<file path="config.mk">
export PLATFORM = sky130hd
export DESIGN_NAME = traffic_state_sim
export DESIGN_NICKNAME = d
export VERILOG_FILES = /design/src/rtl/traffic_state_sim.sv
export SDC_FILE = /design/constraint.sdc
export NUM_CORES = 1
export LEC_CHECK = 0
export CAP_MARGIN = 10
export CORE_MARGIN = 8
export CORE_UTILIZATION = 45
export CTS_CLUSTER_DIAMETER = 200
export CTS_CLUSTER_SIZE = 28
export DETAILED_ROUTE_END_ITERATION = 16
export GPL_TIMING_DRIVEN = 0
export PLACE_DENSITY = 0.88
export SYNTH_ARGS = -nofsm -noshare
export SYNTH_HDL_FRONTEND = slang
export SYNTH_SLANG_ARGS = --single-unit
</file>
<file path="constraint.sdc">
create_clock -name clk -period 3.2 [get_ports clk]
set_clock_uncertainty 0.05 [all_clocks]
set_input_delay 0.48 -clock clk [delete_from_list [all_inputs] [get_ports clk]]
set_output_delay 0.48 -clock clk [all_outputs]
set_load 0.1 [all_outputs]
</file>
<file path="src/rtl/traffic_state_sim.sv">
// Multi-intersection traffic-state simulator. Holds a saturating level per lane and
// applies one action vector per accepted step, one intersection per cycle.
module traffic_state_sim #(
  parameter int N_INT       = 2,
  parameter int N_LANE      = 4,
  parameter int LVL_W       = 3,
  parameter int DRAIN_SHIFT = 1,
  parameter int ARR_INC     = 1,
  parameter int ACT_W       = 2
) (
  input  logic                          clk,
  input  logic                          rst,
  input  logic                          learning,
  input  logic                          load_init,
  input  logic [N_INT*N_LANE*LVL_W-1:0] init_state,
  input  logic                          act_valid,
  output logic                          act_ready,
  input  logic [N_INT*ACT_W-1:0]        action,
  input  logic [N_INT*N_LANE*LVL_W-1:0] traffic_in,
  output logic [N_INT*N_LANE*LVL_W-1:0] state_out,
  output logic                          state_valid,
  output logic                          busy,
  output logic [N_INT-1:0]              sat_flag
);

  localparam int IDX_W = (N_INT > 1) ? $clog2(N_INT) : 1;
  localparam logic [IDX_W-1:0] LAST_IDX = IDX_W'(N_INT - 1);
  localparam logic [LVL_W-1:0] LMAX_L   = '1;
  localparam logic [LVL_W:0]   LMAX_X   = {1'b0, LMAX_L};
  localparam logic [LVL_W:0]   INC_X    = (LVL_W+1)'(ARR_INC);

  typedef enum logic [1:0] {S_IDLE, S_UPDATE, S_DONE} state_t;

  state_t                          r_state, w_next;
  logic [IDX_W-1:0]                r_idx;
  logic [N_INT*ACT_W-1:0]          r_act;
  logic [N_INT*N_LANE*LVL_W-1:0]   r_lvl;
  logic [N_INT-1:0]                r_sat;
  logic                            w_accept;
  logic [ACT_W-1:0]                w_sel_act;
  logic [N_LANE-1:0][LVL_W-1:0]    w_cur, w_new;
  logic [N_LANE-1:0]               w_lane_sat;

  assign w_accept    = (r_state == S_IDLE) & act_valid & ~rst & ~load_init;
  assign act_ready   = (r_state == S_IDLE) & ~rst & ~load_init;
  assign busy        = (r_state != S_IDLE) & ~rst;
  assign state_valid = (r_state == S_DONE) & ~rst;
  assign sat_flag    = rst ? '0 : r_sat;
  assign state_out   = learning ? r_lvl : traffic_in;

  // Shared update unit: computes the next levels of intersection r_idx only.
  assign w_sel_act = r_act[int'(r_idx)*ACT_W +: ACT_W];

  for (genvar l = 0; l < N_LANE; l++) begin : g_lane
    logic [LVL_W:0] w_sum;
    assign w_cur[l]      = r_lvl[(int'(r_idx)*N_LANE + l)*LVL_W +: LVL_W];
    assign w_sum         = {1'b0, w_cur[l]} + INC_X;
    assign w_new[l]      = (w_sel_act == ACT_W'(l)) ? (w_cur[l] >> DRAIN_SHIFT)
                         : ((w_sum > LMAX_X) ? LMAX_L : w_sum[LVL_W-1:0]);
    assign w_lane_sat[l] = (w_new[l] == LMAX_L);
  end

  always_ff @(posedge clk) begin
    if (rst) r_state <= S_IDLE;
    else     r_state <= w_next;
  end

  always_comb begin
    w_next = r_state;
    case (r_state)
      S_IDLE:   if (w_accept) w_next = S_UPDATE;
      S_UPDATE: if (r_idx == LAST_IDX) w_next = S_DONE;
      S_DONE:   w_next = S_IDLE;
      default:  w_next = S_IDLE;
    endcase
  end

  always_ff @(posedge clk) begin
    if (rst) begin
      r_lvl <= '0;
      r_sat <= '0;
      r_idx <= '0;
      r_act <= '0;
    end else begin
      case (r_state)
        S_IDLE: begin
          if (load_init) begin
            r_lvl <= init_state;
            r_sat <= '0;
          end else if (w_accept) begin
            r_act <= action;
            r_idx <= '0;
          end
        end
        S_UPDATE: begin
          for (int l = 0; l < N_LANE; l++)
            r_lvl[(int'(r_idx)*N_LANE + l)*LVL_W +: LVL_W] <= w_new[l];
          r_sat[r_idx] <= r_sat[r_idx] | (|w_lane_sat);
          if (r_idx != LAST_IDX) r_idx <= r_idx + IDX_W'(1);
        end
        default: ;
      endcase
    end
  end

endmodule
</file>
==> metrics.md <==
| Metric | Value |
|---|---|
| Buffers inserted during post-CTS setup optimization | `0` |
| Global-route wire length before repair | `12.30 mm` |
| Beginning of the critical path | `load_init` |
| R2R setup slack | `about 0.56 ns` |
| DRC violation total after the first TritonRoute iteration | `around 220` |
| Filler-free cell count of the finished design | `450` |
| # clock sinks | `33` |
| Resized Gates After CTS | `20` |
| Maximum buffer depth of the clock tree | `2` |
| Arrival time of data at the critical path endpoint | `2.52 ns` |
| Core footprint | `about 5000 um^2` |
| Largest net degree at the start of global routing | `11` |
| Placed wire-length estimate | `6.010 mm` |
| Number of unique standard cell types used by synthesis | `44` |
| Number of detailed-routing iterations run before antenna repair | `5` |
| Slew headroom | `0.3473` |
| Most common library cell in the layout ignoring fill and taps | `clkdlybuf4s50_1` |
| Slew of the pin with the lowest slew margin | `0.9760 ns` |
| Minimum clock period after layout | `3.046 ns` |
| I/O pins | `86` |
| Area added between synthesis and finish | `44.37%` |
| Post-route fraction of the period consumed by the critical path | `0.9517` |
| Clock insertion delay at the later pin of the skew report | `0.28 ns` |
| Synthesis warning total | `0` |
| Number of global-route vias before repair | `2,466` |
| Post-synthesis instance total | `289` |
| Static Leak | `1.351 nW` |
| Number of nets in the synthesized netlist | `350` |
| Number of nets still failing antenna checks after routing | `0` |
| Height of the die | `between 80 and 90 um` |
| Sort of element at the end of the critical path | `primary output` |
| Final hold violation count | `0` |
| Capture point of the worst reg-to-reg path | `r_sat[0]$_SDFFE_PP0P_` |
| Reg-to-Reg Start | `r_idx$_SDFFE_PP0P_` |
| Leading cell types in the layout, fill and taps excluded | `clkdlybuf4s50_1 (63), nand2_1 (49), mux2_2 (34)` |
| Cell Pwr Density | `449.3 nW/um^2` |
| Setup repair after global routing missed its margin | `false` |
| Worst Min Path Start | `r_lvl[11]$_SDFFE_PP0P_` |
| DR DRC count | `0` |
| Number of antenna violations at the first check in global routing | `0` |
| Share of synthesized registers carrying an async set or reset | `0` |
| Number of max-capacitance violations reported | `0` |
| Filler Cell Count | `456` |
| Top cells by area in the synthesized netlist | `dfxtp_1 (29%), mux2_2 (17%), nand2_1 (8.0%), nor2_1 (4.4%), o21ai_0 (4.4%)` |
| Number of buffers created by CTS | `5` |
| Critical setup path kind | `primary input to primary output` |
| Ratio of routed vias to standard cells | `5.793` |
| DP Cell Count | `about 440` |
| Port Buffers | `between 80 and 90` |
| Root buffer selected by CTS | `clkbuf_8` |
| Number of cells traversed by the worst register-to-register path | `10` |
| Outcome | `complete, no violations` |
| Average wire per cell in the routed design | `17.04 um` |
| Number of synthesized flops with an enable pin | `0` |
| Worst setup slack after layout | `0.1544 ns` |
| Final hold slack | `0.4573 ns` |
| Placer's final routability congestion estimate | `roughly 0.87` |
| Mapped Avg Cell Area | `7.914 um^2` |
| Overall global routing resource usage | `0.2029` |
| Die area | `7620 um^2` |
| Die W | `87.29 um` |
| Final core utilization | `0.6591` |
| Effective utilization at floorplan | `0.4565` |
| Sequential-to-total area share from yosys stat | `0.2888` |
| Fraction of synthesized cell area taken by the top area cell type | `0.2888` |
| Post-Route WL | `7.669 mm` |
| CTS H-Tree Depth | `2` |
| Number of antenna cells inserted | `0` |
| Highest net fanout along the worst path | `6` |
| Endpoints failing setup | `0` |
| Synthesized flop and latch total | `33` |
| Netlist Area Pre-Place | `2287 um^2` |
| Endpoint of the most critical setup path | `act_ready` |
| Yosys top cell by area | `dfxtp_1` |
| Number of nets in the layout | `440` |
| Vias after detailed routing | `2,607` |
| Hold/Removal Path Class | `flip-flop to flip-flop` |
| Share of final-layout standard cells stronger than drive strength 1 | `0.1421` |
| IR drop worst, VDD | `0.2711 mV` |
| Required time worst endpoint | `2.67 ns` |
| Achievable frequency | `328.3 MHz` |
| Worst-path clk slew | `0.07 ns` |
| Slew Viols, Final | `0` |
| Dpl cell area | `3226 um^2` |
| Quantity of hold-fixing buffers added after cts | `0` |
| GRT overflow | `0` |
| CTS tree | `done` |
| Most common flop cell mapped by yosys | `dfxtp_1` |
| Kind of start point of the critical path | `primary input` |
| Row count | `26` |
| Final design area excluding fillers | `3302 um^2` |
| Post-Place Worst Slack | `-0.04413 ns` |
## cell usage after synthesis (all sizes together), types with 3 or more instances
library cell	n
a31oi	3
nor3b	3
nor2b	3
nand2	49
nand2b	4
inv	5
dfxtp	33
nor2	27
o21ai	21
mux2	35
ha	4
clkbuf	11
a311oi	4
nand3	9
a211oi	10
a22oi	11
a22o	5
a21oi	17
buf	6
## kinds of logic after synthesis
family                     count (synthesis)  synth area share
AOI/OAI and AO/OA                         83            0.2380
xor gates and xnor gates                   2          0.007660
adders and majority gates                  4           0.02188
buffers and inverters                     22           0.04486
DFF                                       33            0.2888
muxes                                     37            0.1827
and+or+nand+nor                          108            0.2161
## state kept, by name (all words and copies together), names as in the netlist
signal and cells:
r_lvl 24, r_state 2, r_act 4, r_idx 1, r_sat 2
## worst min path at each step
stage                             end  cells after the start  slack, ns
2_1_floorplan  r_lvl[17]$_SDFFE_PP0P_                      2       0.41
3_3_place_gp    r_lvl[8]$_SDFFE_PP0P_                      2       0.44
3_5_place_dp    r_act[2]$_SDFFE_PP0P_                      2       0.45
4_1_cts         r_lvl[8]$_SDFFE_PP0P_                      2       0.46
5_1_grt        r_lvl[11]$_SDFFE_PP0P_                      2       0.50
6_report       r_lvl[11]$_SDFFE_PP0P_                      2       0.46
## critical path, cell delays in order
cell             delay [ns]
clkdlybuf4s50_1        0.47
nor4_4                 0.35
clkdlybuf4s50_1        1.21
## per-layer routing
layer,up-vias,track usage,share of wire
met2,115,0.3409,0.49
met4,0,0.05000,0.011
met1,1242,0.2530,0.42
li1,1238,-,-
met5,-,0,0
met3,12,0.04528,0.074
## where the power goes
part | switching (mW) | leakage (nW) | internal [mW] | total (mW)
Sequential | 0.0361 | 0.271 | 0.445 | 0.481
Clock | 0.156 | 0.0542 | 0.194 | 0.350
Combinational | 0.432 | 1.03 | 0.220 | 0.653
## per-stage QoR
stage,total power [mW],TNS (ns)
CTS,1.478,0
detailed placement,1.154,-0.2718
finish,1.484,0
global placement,1.143,-0.003055
global route,1.548,0
floorplan,0.9592,0
## area by class of cell
class | instances | area (um^2) | share of cell area
Timing Repair Buffer | 83 | 805.8 | 0.2440
Clock inverter | 1 | 5.005 | 0.001516
Clock buffer | 7 | 96.34 | 0.02918
Buffer | 17 | 83.83 | 0.02539
Inverter | 5 | 18.77 | 0.005684
Tap cell | 70 | 87.58 | 0.02653
Sequential cell | 33 | 660.6 | 0.2001
Multi-Input combinational cell | 234 | 1544 | 0.4676
Note: power is estimated with default switching activity, not from simulation.
